<file path="src/rtl/conf_int_mul_pkg.sv">
// ============================================================================
// Module   : conf_int_mul_pkg
// Brief    : Mode codes and FSM state encoding shared by the multiplier
//            mode controller and its helpers.
// Revision : 1.0 - initial release
// ============================================================================
`default_nettype none

package conf_int_mul_pkg;

  typedef logic [1:0] mode_code_t;
  typedef logic [2:0] state_t;

  // {racc,rapx}: a path is released when its reset bit is low
  localparam mode_code_t MODE_OFF = 2'b11;
  localparam mode_code_t MODE_ACC = 2'b01;
  localparam mode_code_t MODE_APX = 2'b10;

  localparam state_t S_OFF    = 3'd0;
  localparam state_t S_SETTLE = 3'd1;
  localparam state_t S_IDLE   = 3'd2;
  localparam state_t S_EXEC   = 3'd3;
  localparam state_t S_RESP   = 3'd4;

  function automatic mode_code_t mode_code(input logic apx);
    return apx ? MODE_APX : MODE_ACC;
  endfunction

endpackage

`default_nettype wire

</file>
<file path="src/rtl/conf_int_mul_settle_cnt.sv">
// ============================================================================
// Module   : conf_int_mul_settle_cnt
// Brief    : Loadable down-counter with zero flag; saturates at zero.
// Revision : 1.0 - initial release
// ============================================================================
`default_nettype none

module conf_int_mul_settle_cnt #(
  parameter int WIDTH = 4
) (
  input  logic             clk,
  input  logic             rst_n,
  input  logic             i_load,
  input  logic [WIDTH-1:0] i_load_val,
  input  logic             i_dec,
  output logic             o_zero
);

  logic [WIDTH-1:0] r_cnt;

  always_ff @(posedge clk or negedge rst_n) begin
    if (!rst_n) begin
      r_cnt <= '0;
    end else if (i_load) begin
      r_cnt <= i_load_val;
    end else if (i_dec && (r_cnt != '0)) begin
      r_cnt <= r_cnt - WIDTH'(1);
    end
  end

  assign o_zero = (r_cnt == '0);

endmodule

`default_nettype wire

</file>
<file path="src/rtl/conf_int_mul_mode_ctrl.sv">
// ============================================================================
// Module   : conf_int_mul_mode_ctrl
// Brief    : Sequences accurate/approximate multiplier path resets and
//            handshakes operands/results around an external multiplier.
// Revision : 1.0 - initial release
// ============================================================================
`default_nettype none

module conf_int_mul_mode_ctrl
  import conf_int_mul_pkg::*;
#(
  parameter int OP_BITWIDTH        = 28,
  parameter int DATA_PATH_BITWIDTH = 32,
  parameter int SETTLE_CYCLES      = 2,
  parameter int IDLE_TIMEOUT       = 16
) (
  input  logic                          clk,
  input  logic                          rst_n,
  input  logic                          in_valid,
  output logic                          in_ready,
  input  logic                          in_apx,
  input  logic [DATA_PATH_BITWIDTH-1:0] in_a,
  input  logic [DATA_PATH_BITWIDTH-1:0] in_b,
  output logic                          out_valid,
  input  logic                          out_ready,
  output logic [DATA_PATH_BITWIDTH-1:0] out_d,
  output logic                          out_apx,
  output logic                          racc,
  output logic                          rapx,
  output logic [DATA_PATH_BITWIDTH-1:0] mul_a,
  output logic [DATA_PATH_BITWIDTH-1:0] mul_b,
  input  logic [DATA_PATH_BITWIDTH-1:0] mul_d
);

  if (OP_BITWIDTH > DATA_PATH_BITWIDTH || SETTLE_CYCLES < 1 || SETTLE_CYCLES > 15 ||
      IDLE_TIMEOUT < 1 || IDLE_TIMEOUT > 255) begin : g_param_check
    $error("conf_int_mul_mode_ctrl: parameter out of range");
  end

  localparam logic [3:0] c_settle_load = 4'(SETTLE_CYCLES - 1);
  localparam logic [7:0] c_idle_load   = 8'(IDLE_TIMEOUT - 1);

  state_t     r_state;
  mode_code_t r_mode;
  logic       r_exec_apx;

  logic       w_match;
  logic       w_settle_load;
  logic       w_settle_dec;
  logic       w_settle_zero;
  logic       w_idle_load;
  logic       w_idle_dec;
  logic       w_idle_zero;

  assign w_match  = (in_apx == (r_mode == MODE_APX));
  assign in_ready = (r_state == S_IDLE) && in_valid && w_match;
  assign {racc, rapx} = r_mode;

  assign w_settle_load = in_valid && ((r_state == S_OFF) || ((r_state == S_IDLE) && !w_match));
  assign w_settle_dec  = (r_state == S_SETTLE);
  // Idle counter restarts on any request and whenever we are not idling.
  assign w_idle_load   = (r_state != S_IDLE) || in_valid;
  assign w_idle_dec    = (r_state == S_IDLE) && !in_valid;

  conf_int_mul_settle_cnt #(.WIDTH(4)) u_settle_cnt (
    .clk        (clk),
    .rst_n      (rst_n),
    .i_load     (w_settle_load),
    .i_load_val (c_settle_load),
    .i_dec      (w_settle_dec),
    .o_zero     (w_settle_zero)
  );

  conf_int_mul_settle_cnt #(.WIDTH(8)) u_idle_cnt (
    .clk        (clk),
    .rst_n      (rst_n),
    .i_load     (w_idle_load),
    .i_load_val (c_idle_load),
    .i_dec      (w_idle_dec),
    .o_zero     (w_idle_zero)
  );

  always_ff @(posedge clk or negedge rst_n) begin
    if (!rst_n) begin
      r_state    <= S_OFF;
      r_mode     <= MODE_OFF;
      r_exec_apx <= 1'b0;
      out_valid  <= 1'b0;
      out_d      <= '0;
      out_apx    <= 1'b0;
      mul_a      <= '0;
      mul_b      <= '0;
    end else begin
      case (r_state)
        S_OFF: begin
          if (in_valid) begin
            r_mode  <= mode_code(in_apx);
            r_state <= S_SETTLE;
          end
        end
        S_SETTLE: begin
          if (w_settle_zero) begin
            r_state <= S_IDLE;
          end
        end
        S_IDLE: begin
          if (in_valid) begin
            if (w_match) begin
              mul_a      <= in_a;
              mul_b      <= in_b;
              r_exec_apx <= in_apx;
              r_state    <= S_EXEC;
            end else begin
              // Switch paths directly; never pass through both-held or both-released.
              r_mode  <= mode_code(in_apx);
              r_state <= S_SETTLE;
            end
          end else if (w_idle_zero) begin
            r_mode  <= MODE_OFF;
            r_state <= S_OFF;
          end
        end
        S_EXEC: begin
          out_d     <= mul_d;
          out_apx   <= r_exec_apx;
          out_valid <= 1'b1;
          r_state   <= S_RESP;
        end
        S_RESP: begin
          if (out_ready) begin
            out_valid <= 1'b0;
            r_state   <= S_IDLE;
          end
        end
        default: begin
          r_mode  <= MODE_OFF;
          r_state <= S_OFF;
        end
      endcase
    end
  end

endmodule

`default_nettype wire

</file>
<file path="config.mk">
export PLATFORM = sky130hd
export DESIGN_NAME = conf_int_mul_mode_ctrl
export DESIGN_NICKNAME = d
export VERILOG_FILES = /design/src/rtl/conf_int_mul_pkg.sv /design/src/rtl/conf_int_mul_settle_cnt.sv /design/src/rtl/conf_int_mul_mode_ctrl.sv
export SDC_FILE = /design/constraint.sdc
export NUM_CORES = 1
export LEC_CHECK = 0
export ABC_AREA = 1
export CAP_MARGIN = 15
export CORE_AREA = 8 8 115 117
export CTS_CLUSTER_SIZE = 40
export DETAILED_ROUTE_END_ITERATION = 12
export DIE_AREA = 0 0 123 125
export PLACE_DENSITY = 0.81
export SKIP_LAST_GASP = 1
export SLEW_MARGIN = 20
export SYNTH_ARGS = -nofsm -noshare
export SYNTH_HDL_FRONTEND = slang
export SYNTH_SLANG_ARGS = --single-unit
</file>
<file path="constraint.sdc">
create_clock -name clk -period 2 [get_ports clk]
set_clock_uncertainty 0.05 [all_clocks]
set_input_delay 0.6 -clock clk [delete_from_list [all_inputs] [get_ports clk]]
set_output_delay 0.6 -clock clk [all_outputs]
set_load 0.01 [all_outputs]
</file>
# Word level (Yosys, flattened, before mapping)
# Index checks and enable logic that the tools add are counted.
classes:
  bitwise: 1
  muxes: 19
  n_eq_ne: 12
  n_addsub: 2
  n_reduce_logical: 24
op_table:
  columns: ["operator", "count"]
  rows:
  - ["$mux W8", 2]
  - ["$mux W3", 5]
  - ["$pmux W3 S5", 1]
  - ["$mux W2", 6]
  - ["$logic_not A8 Y1", 1]
  - ["$mux W4", 2]
  - ["$reduce_and A4 Y1", 2]
  - ["$reduce_bool A8 Y1", 1]
  - ["$sub A8 B1 Y8 const B", 1]
  - ["$logic_and A1 B1 Y1", 7]
  - ["$eq A3 B2 Y1 const B", 2]
  - ["$ne A2 B2 Y1 const B", 3]
  - ["$ne A3 B2 Y1 const B", 2]
  - ["$pmux W2 S3", 1]
  - ["$reduce_bool A2 Y1", 3]
  - ["$logic_not A4 Y1", 1]
  - ["$reduce_bool A4 Y1", 1]
  - ["$sub A4 B1 Y4 const B", 1]
  - ["$eq A3 B1 Y1 const B", 1]
  - ["$eq A3 B3 Y1 const B", 1]
  - ["$logic_not A3 Y1", 1]
  - ["$ne A3 B3 Y1 const B", 1]
  - ["$reduce_and A3 Y1", 1]
  - ["$reduce_or A3 Y1", 1]
  - ["8 further kinds", 10]
totals:
  word_cells: 68
  inputBits: 101
  ff_bits: 116

# Logic depth before layout (Yosys ltp)
# Gate-level depths: netlist of run 1.
depth:
  depth_word: 7
  depth_mapped: 10

# By module
# Synthesis of run 1 repeated with hierarchy kept, for this count alone.
unflattened:
  hier_cells: 543
  hier_area_um2: 5003.5
modules_own_cells:
  columns: ["mod", "instances", "area_each_um2", "cells_each"]
  rows:
  - ["conf_int_mul_mode_ctrl", 1, 4111.4, 404]
  - ["conf_int_mul_settle_cnt at u_idle_cnt", 1, 596.8, 93]
  - ["conf_int_mul_settle_cnt at u_settle_cnt", 1, 295.3, 46]

# Worst setup path before layout of run 1
# OpenSTA, ideal clock, no wires.
synth_timing:
  kind: "input-to-output"
  start: "input in_apx"
  end: "output in_ready"
  required_ps: 1350
  setup_slack_ps: 213
  arrival_time_ps: 1137
  path_buffers: 1
  cell_stages: 5
  path_cell_list: "inv_1 nand3_1 nand2_1 nor2_2 buf_2"
synth_between:
  elab_chain_len: 2
synth_rtl:
  columns: ["element", "line", "text"]
  rows:
  - ["start, declared", "conf_int_mul_mode_ctrl.sv:21", "input logic in_apx,"]
  - ["$eq A1 B1 Y1", "conf_int_mul_mode_ctrl.sv:55", "assign w_match = (in_apx == (r_mode == MODE_APX));"]
  - ["$logic_and A1 B1 Y1", "conf_int_mul_mode_ctrl.sv:56", "assign in_ready = (r_state == S_IDLE) && in_valid && w_match;"]
  - ["end, declared", "conf_int_mul_mode_ctrl.sv:20", "output logic in_ready,"]
# Every way passes these cells.

# Final worst setup path of run 1
layout_timing:
  start: "register r_mode[1]"
  end: "output in_ready"
layout_between:
  elab_chain_len: 3
layout_rtl:
  columns: ["element", "line", "text"]
  rows:
  - ["start, declared", "conf_int_mul_mode_ctrl.sv:44", "mode_code_t r_mode;"]
  - ["start signal, assigned", "conf_int_mul_mode_ctrl.sv:97", "r_mode <= mode_code(in_apx);"]
  - ["start signal, assigned", "conf_int_mul_mode_ctrl.sv:115", "r_mode <= mode_code(in_apx);"]
  - ["$eq A2 B2 Y1", "conf_int_mul_mode_ctrl.sv:55", null]
  - ["$eq A1 B1 Y1", "conf_int_mul_mode_ctrl.sv:55", null]
  - ["$logic_and A1 B1 Y1", "conf_int_mul_mode_ctrl.sv:56", null]
# Every way passes these cells.

==> out/metrics.cfg, run 1 <==
[clock_network]
clk_latency_ns = 0.41
clock-sinks = 116
cts_root_buf = clkbuf_16
cts_max_level = 4
cts_buffers = 17
clkTransAtPathRegs_ns = 0.05
cts_tree = done
cts_buffer_depth = 2

[timing]
finalCritPeriodShare = 1.02
worst-slew-pin-transition_ns = 0.429
setup_viol = 1
finalSetupTns_ns = -0.0416
rsz0062_at_grt = yes
setup_slack_ns = -0.0416
period_needed_ns = 2.04
drv_slew = 0
slew_headroom = 0.714
finalHoldViolations = 0
fmaxAchievable_ghz = 0.490

[cells_and_area]
fin_cells = 874
drive_gt1_frac = 0.138
area_delta_synth_final_pct = 66.0
antennaDiodeCount = 0
finalNetCount = 818
finish.utilization = 0.671

[setup_path]
cp.required_ns = 1.35
r2r-start = r_mode[1]
path_max_fanout = 2
worstPathArrival_ns = 1.39
path_class = reg2out
endpoint_kind = primary output
worstReg2RegEnd = r_mode[1]
r2r_cells = 10
regToRegSetupSlack_ns = 0.13
start_kind = register

[floorplanning]
placementRows = 40
fp.dieH_um = 125
io_pins = 202
chipWidth_um = 123
core_um2 = 11600
die-area_um2 = 15400
start_util = 0.404

[grt]
grt_pass1_wl_mm = 22.3
grt_overflow = 0
grt_pass1_vias = 4332
grt.total_usage = 0.188
grt_max_degree = 68
grt_antenna_before_repair = 0

[hold_path]
hp-class = in2async

[logic_synthesis]
yosysUniqueCellTypes = 25
synth_seq_cells = 116
syn_avg_cell_area_um2 = 9.62
synthesis.area_um2 = 4690
synth_warnings = 0
ys_seq_area_frac = 0.619
syn_nets = 592
netlist_instances = 488

[place]
io_buffers = 201
post-place-cells = 841
gp_congestion = 0.853
dp_hpwl_mm = 10.4

[route]
vias = 4129
antenna_left = 0
wirelength_mm = 14.2
drc = 0
drt_first_iter_violations = 245
wire_per_inst_um = 16.2
drtPass1Iterations = 4
via_per_inst = 4.72

[power]
ir_worst_vdd_v = 0.000966
powerDensity_nw_per_um2 = 1490
leakage_uw = 0.00425

[run]
drv_cap = 0

[run_status]
violations = negative setup slack
status = complete, but fails checks

[repair_timing]
item                       CTS  global route
gates resized for setup     19            63
cloned                       0             0
setup endpoints to repair   15           117
setup buffers                0             1
hold endpoints to repair     0             0
hold buffers                 0             0
pin swaps                    2             4
[metrics by stage]
step	total power, uW	hold slack, ns	instance area, um^2	worst slack, ns
finish	11600	0.0788	7790	-0.0416
global route	12400	0.0978	7790	-0.104
CTS	11800	0.0776	7610	-0.238
detailed placement	8810	0.411	7030	-0.701
global placement	8600	0.404	7030	-0.677
floorplan	5900	0.254	4690	0.213
[worst max path at each step]
stage / start / endpoint
3_5_place_dp: in_valid / in_ready
6_report: r_mode[1] / in_ready
5_1_grt: r_mode[1] / in_ready
4_1_cts: in_apx / in_ready
3_3_place_gp: in_apx / in_ready
2_1_floorplan: in_apx / in_ready
[cell usage after synthesis]
master | instances | area, um^2
nor2_2 | 1 | 6.26
xnor2_1 | 1 | 8.76
nand3_2 | 1 | 10.0
nand2_1 | 229 | 860
inv_2 | 1 | 3.75
a22oi_1 | 1 | 7.51
xor2_1 | 2 | 17.5
ha_1 | 3 | 37.5
buf_6 | 3 | 33.8
clkbuf_1 | 1 | 3.75
o31ai_1 | 1 | 7.51
o21bai_1 | 1 | 7.51
nand3_1 | 14 | 70.1
nand4_1 | 3 | 18.8
inv_1 | 27 | 101
a21oi_1 | 4 | 20.0
dfrtp_1 | 114 | 2850
mux2_2 | 32 | 360
nor2_1 | 21 | 78.8
nor3_1 | 2 | 10.0
nor3b_1 | 1 | 7.51
o21ai_0 | 10 | 50.1
buf_4 | 1 | 7.51
buf_2 | 12 | 60.1
dfstp_2 | 2 | 52.6
[cell type report]
class                   count  area (um^2)
fillers                   891         3820
multi-input cells         327         1620
clock inverters            11          133
inverters                  28          105
flip-flops and latches    116         2910
repair buffers            224         2380
clock buffers              21          460
well taps                 147          184
[power by group]
part	total, uW	switching, uW	internal, uW
Sequential	3940	537	3400
Clock	3020	1020	2000
Combinational	4680	2170	2510
[critical path: stages, from the launching register on]
cell	delay [ns]
dfstp_2	0.55
buf_6	0.11
nand3_4	0.08
nand2_4	0.08
nor2_4	0.04
buf_6	0.12
[cells by family (layout without fill, tap and decap cells)]
| family | after synthesis | after routing | share of synthesized area |
|---|---|---|---|
| and+or+nand+nor | 272 | 272 | 0.226 |
| DFF | 116 | 116 | 0.619 |
| xor gates and xnor gates | 3 | 3 | 0.00560 |
| AOI/OAI and AO/OA | 17 | 17 | 0.0197 |
| buffers and inverters | 45 | 284 | 0.0448 |
| muxes | 32 | 32 | 0.0768 |
| adders and majority gates | 3 | 3 | 0.00800 |
[flip-flops by register name, summed over array words and instances, names as in the netlist]
name	cells
out_apx	1
u_settle_cnt.r_cnt	4
r_mode	2
out_valid	1
out_d	32
r_state	3
u_idle_cnt.r_cnt	8
r_exec_apx	1
mul_b	32
mul_a	32
[placed cells by master, fill, tap and decap left out, types with 2 or more instances in the layout]
cell and n:
bufinv_16 3, nand2_4 2, nand4_1 3, dfstp_2 2, nand3_2 2, clkbuf_8 3
a21oi_1 4, clkinv_2 7, clkdlybuf4s50_1 139, o21ai_0 10, buf_12 6, nand3_1 12
mux2_2 32, dfrtp_1 114, buf_4 15, dlymetal6s2s_1 50, nor2_1 20, nor3_1 2
inv_2 2, xor2_1 2, inv_1 26, nand2_1 226, ha_1 3, clkbuf_1 2
buf_6 3, clkbuf_16 17, dlygate4sd2_1 8
[metal layers]
metal,part of all wire,vias to the layer above,wire [um],GRT usage
li1,-,1978,-,-
met1,0.36,1970,5120,0.194
met2,0.51,159,7270,0.317
met3,0.10,22,1460,0.0941
met4,0.023,0,322,0.0709
met5,0,-,0,0
No activity file was read; power rests on OpenSTA's default activity.
==> run 2, diff against run 1 <==
--- a/config.mk
+++ b/config.mk
@@ -7,13 +7,15 @@
 export LEC_CHECK = 0
 export ABC_AREA = 1
 export CAP_MARGIN = 15
-export CORE_AREA = 8 8 115 117
+export CELL_PAD_IN_SITES_DETAIL_PLACEMENT = 0
+export CELL_PAD_IN_SITES_GLOBAL_PLACEMENT = 2
+export CORE_AREA = 8 8 149 151
 export CTS_CLUSTER_SIZE = 40
 export DETAILED_ROUTE_END_ITERATION = 12
-export DIE_AREA = 0 0 123 125
-export PLACE_DENSITY = 0.81
+export DIE_AREA = 0 0 157 159
+export PLACE_DENSITY = 0.8
 export SKIP_LAST_GASP = 1
-export SLEW_MARGIN = 20
+export SLEW_MARGIN = 40
 export SYNTH_ARGS = -nofsm -noshare
 export SYNTH_HDL_FRONTEND = slang
 export SYNTH_SLANG_ARGS = --single-unit
==> run 2 against run 1 <==
The flow still finishes with violations (negative setup slack). Via count fell by 2.1%. Routed wire length is 1.6% higher. Register-to-register slack gained 0.12 ns. Sequential share of layout area is 0.82 points lower. Combinational power fell by 4.5%. Global-route usage decreased by 6.6 points. Fmax decreased by 0.92%. Clock-buffer cell count down 3. Critical path type unchanged.
==> out/metrics.cfg, run 2 (synthesis results as in run 1) <==
[grt]
grt_use_met2 = 0.200  ; was 0.317
grt_busiest_layer = met2  ; unchanged
grt_antenna_before_repair = 0  ; unchanged
grt_pass1_vias = 4488  ; was 4332
grt_use_met1 = 0.129  ; was 0.194
grt_max_degree = 68  ; unchanged
grt.total_usage = 0.121  ; was 0.188
grt_pass1_wl_mm = 23.8  ; was 22.3 mm
grt_overflow = 0  ; unchanged
met3_usage = 0.0681  ; was 0.0941

[place]
pre_cts_slack_ns = -0.734  ; was -0.701 ns
gp_congestion = 0.764  ; was 0.853
dpl_cell_area_um2 = 7210  ; was 7030 um^2
dp_hpwl_mm = 10.8  ; was 10.4 mm
io_buffers = 201  ; unchanged

[setup_path]
cp.required_ns = 1.35  ; about the same
path_class = reg2out  ; unchanged
r2r-start = r_mode[1]  ; unchanged
cp_common_cell = buf_6  ; unchanged
r2r_cells = 9  ; was 10
worstPathArrival_ns = 1.41  ; was 1.39 ns
path_delay_family = flip-flops  ; unchanged
critPathBufInv = 2  ; unchanged
regToRegSetupSlack_ns = 0.25  ; was 0.13 ns
worstReg2RegEnd = r_mode[1]  ; unchanged
start_kind = register  ; unchanged
crit_path_start = r_mode[1]  ; unchanged
slowest_stage = dfstp_2  ; unchanged
path_cells = buf_6, nand3_2, nand2_2, nor2_4, buf_6  ; was buf_6, nand3_4, nand2_4, nor2_4, buf_6
path_max_fanout = 2  ; unchanged
worstSetupPathDepth = 5  ; unchanged
slowest_delay_ns = 0.55  ; about the same
endpoint_kind = primary output  ; unchanged
cp-endpoint = in_ready  ; unchanged

[floorplanning]
chipWidth_um = 157  ; was 123 um
start_util = 0.237  ; was 0.404
placementRows = 52  ; was 40
fp.dieH_um = 159  ; was 125 um
io_pins = 202  ; unchanged
die-area_um2 = 25000  ; was 15400 um^2
core_um2 = 19800  ; was 11600 um^2

[timing]
whs_ns = 0.0798  ; was 0.0788 ns
period_needed_ns = 2.06  ; was 2.04 ns
fmaxAchievable_ghz = 0.485  ; was 0.490 GHz
finalSetupTns_ns = -0.0605  ; was -0.0416 ns
worst-slew-pin-transition_ns = 0.503  ; was 0.429 ns
finalHoldViolations = 0  ; unchanged
setup_viol = 1  ; unchanged
setup_slack_ns = -0.0605  ; was -0.0416 ns
rsz0062_at_grt = yes  ; unchanged
slew_headroom = 0.664  ; was 0.714
drv_slew = 0  ; unchanged
finalCritPeriodShare = 1.03  ; was 1.02

[power]
switching_power_uw = 3760  ; was 3730 uW
combPwrFrac = 0.388  ; was 0.402
leakage_uw = 0.00441  ; was 0.00425 uW
powerDensity_nw_per_um2 = 1440  ; was 1490 nW/um^2
p_clk_frac = 0.270  ; was 0.259
p_int_uw = 7740  ; was 7910 uW
seqPwrFrac = 0.341  ; was 0.338
swShare = 0.327  ; was 0.320
ir_worst_vdd_v = 0.000736  ; was 0.000966 V

[route]
wire_per_inst_um = 14.3  ; was 16.2 um
antenna_left = 0  ; unchanged
drt_first_iter_violations = 87  ; was 245
wirelength_mm = 14.4  ; was 14.2 mm
via_per_inst = 4.02  ; was 4.72
vias = 4043  ; was 4129
drc = 0  ; unchanged
drtPass1Iterations = 4  ; unchanged

[cells_and_area]
area_delta_synth_final_pct = 69.7  ; was 66.0%
final_cell_mix = 226 x nand2_1, 114 x dfrtp_1, 107 x clkdlybuf4s50_1  ; was 226 x nand2_1, 139 x clkdlybuf4s50_1, 114 x dfrtp_1
design_area_um2 = 7970  ; was 7790 um^2
final_common_cell = nand2_1  ; unchanged
finalNetCount = 826  ; was 818
reg_top3 = mul_a x32, mul_b x32, out_d x32  ; unchanged
antennaDiodeCount = 0  ; unchanged
drive_gt1_frac = 0.150  ; was 0.138

[clock_network]
cts_buffer_depth = 2  ; unchanged
clk_latency_ns = 0.41  ; about the same
ctsHoldBuffers = 0  ; unchanged
cts_max_level = 4  ; unchanged
cts_root_buf = clkbuf_16  ; unchanged
cts_buffers = 17  ; unchanged
clkTransAtPathRegs_ns = 0.06  ; was 0.05 ns
clock-sinks = 116  ; unchanged
cts_tree = done  ; unchanged

[run_status]
violations = negative setup slack  ; unchanged
status = complete, but fails checks  ; unchanged

[run]
drv_cap = 0  ; unchanged

[hold_path]
hp-class = in2async  ; unchanged

-- run 2: area by class of cell --
class                      instances  area, um^2
clock buffer                      18         429
clock inverter                    14         179
fill                            1976       11900
inverter                          28         105
multi-input combinational        327        1600
sequential                       116        2910
tap                              270         338
timing repair buffer             232        2410
-- run 2: power by group through the flow --
| stage | clock [uW] | combinational [uW] | sequential [uW] |
|---|---|---|---|
| 6_report | 3110 | 4470 | 3920 |
| 5_1_grt | 3320 | 4960 | 4080 |
| 4_1_cts | 3220 | 4700 | 3960 |
| 3_5_place_dp | 0 | 4860 | 3980 |
| 3_3_place_gp | 0 | 4790 | 3940 |
| 2_1_floorplan | 0 | 1500 | 4400 |
-- run 2: worst reg2reg max path, delay by kind of cell, from the launching register on --
| family | cells | cell delay (ns) |
|---|---|---|
| simple gates | 8 | 0.68 |
| flops | 1 | 0.55 |
| buf+inv | 1 | 0.42 |
-- run 2: per-stage QoR --
stage,total power (uW),cells,util
final,11500,1005,0.401
after global routing,12400,1005,0.401
after CTS,11900,1003,0.393
after detailed placement,8840,969,0.363
after global placement,8730,969,0.363
after floorplan,5900,488,-
-- run 2: worst min-delay path by stage --
| stage | startpoint | to | slack [ns] | cells past startpoint |
|---|---|---|---|---|
| 6_report | rst_n | u_idle_cnt.r_cnt[0] | 0.08 | 1 |
| 5_1_grt | rst_n | out_d[20] | 0.08 | 1 |
| 4_1_cts | rst_n | u_idle_cnt.r_cnt[7] | 0.07 | 1 |
| 3_5_place_dp | mul_b[31] | mul_b[31] | 0.41 | 2 |
| 3_3_place_gp | mul_a[15] | mul_a[15] | 0.40 | 2 |
| 2_1_floorplan | rst_n | mul_a[0] | 0.25 | 0 |
-- run 2: routing by layer --
| metal | part of all wire | wire length, um |
|---|---|---|
| met5 | 0 | 0 |
| met4 | 0.014 | 200 |
| met3 | 0.11 | 1550 |
| met2 | 0.49 | 7050 |
| met1 | 0.39 | 5600 |
-- run 2: what timing repair did --
action | 4_1_cts | 5_1_grt
pin swaps | 5 | 4
resized for setup | 48 | 63
endpoints found under the setup margin | 99 | 71
gates cloned | 0 | 0
setup buffers | 2 | 2
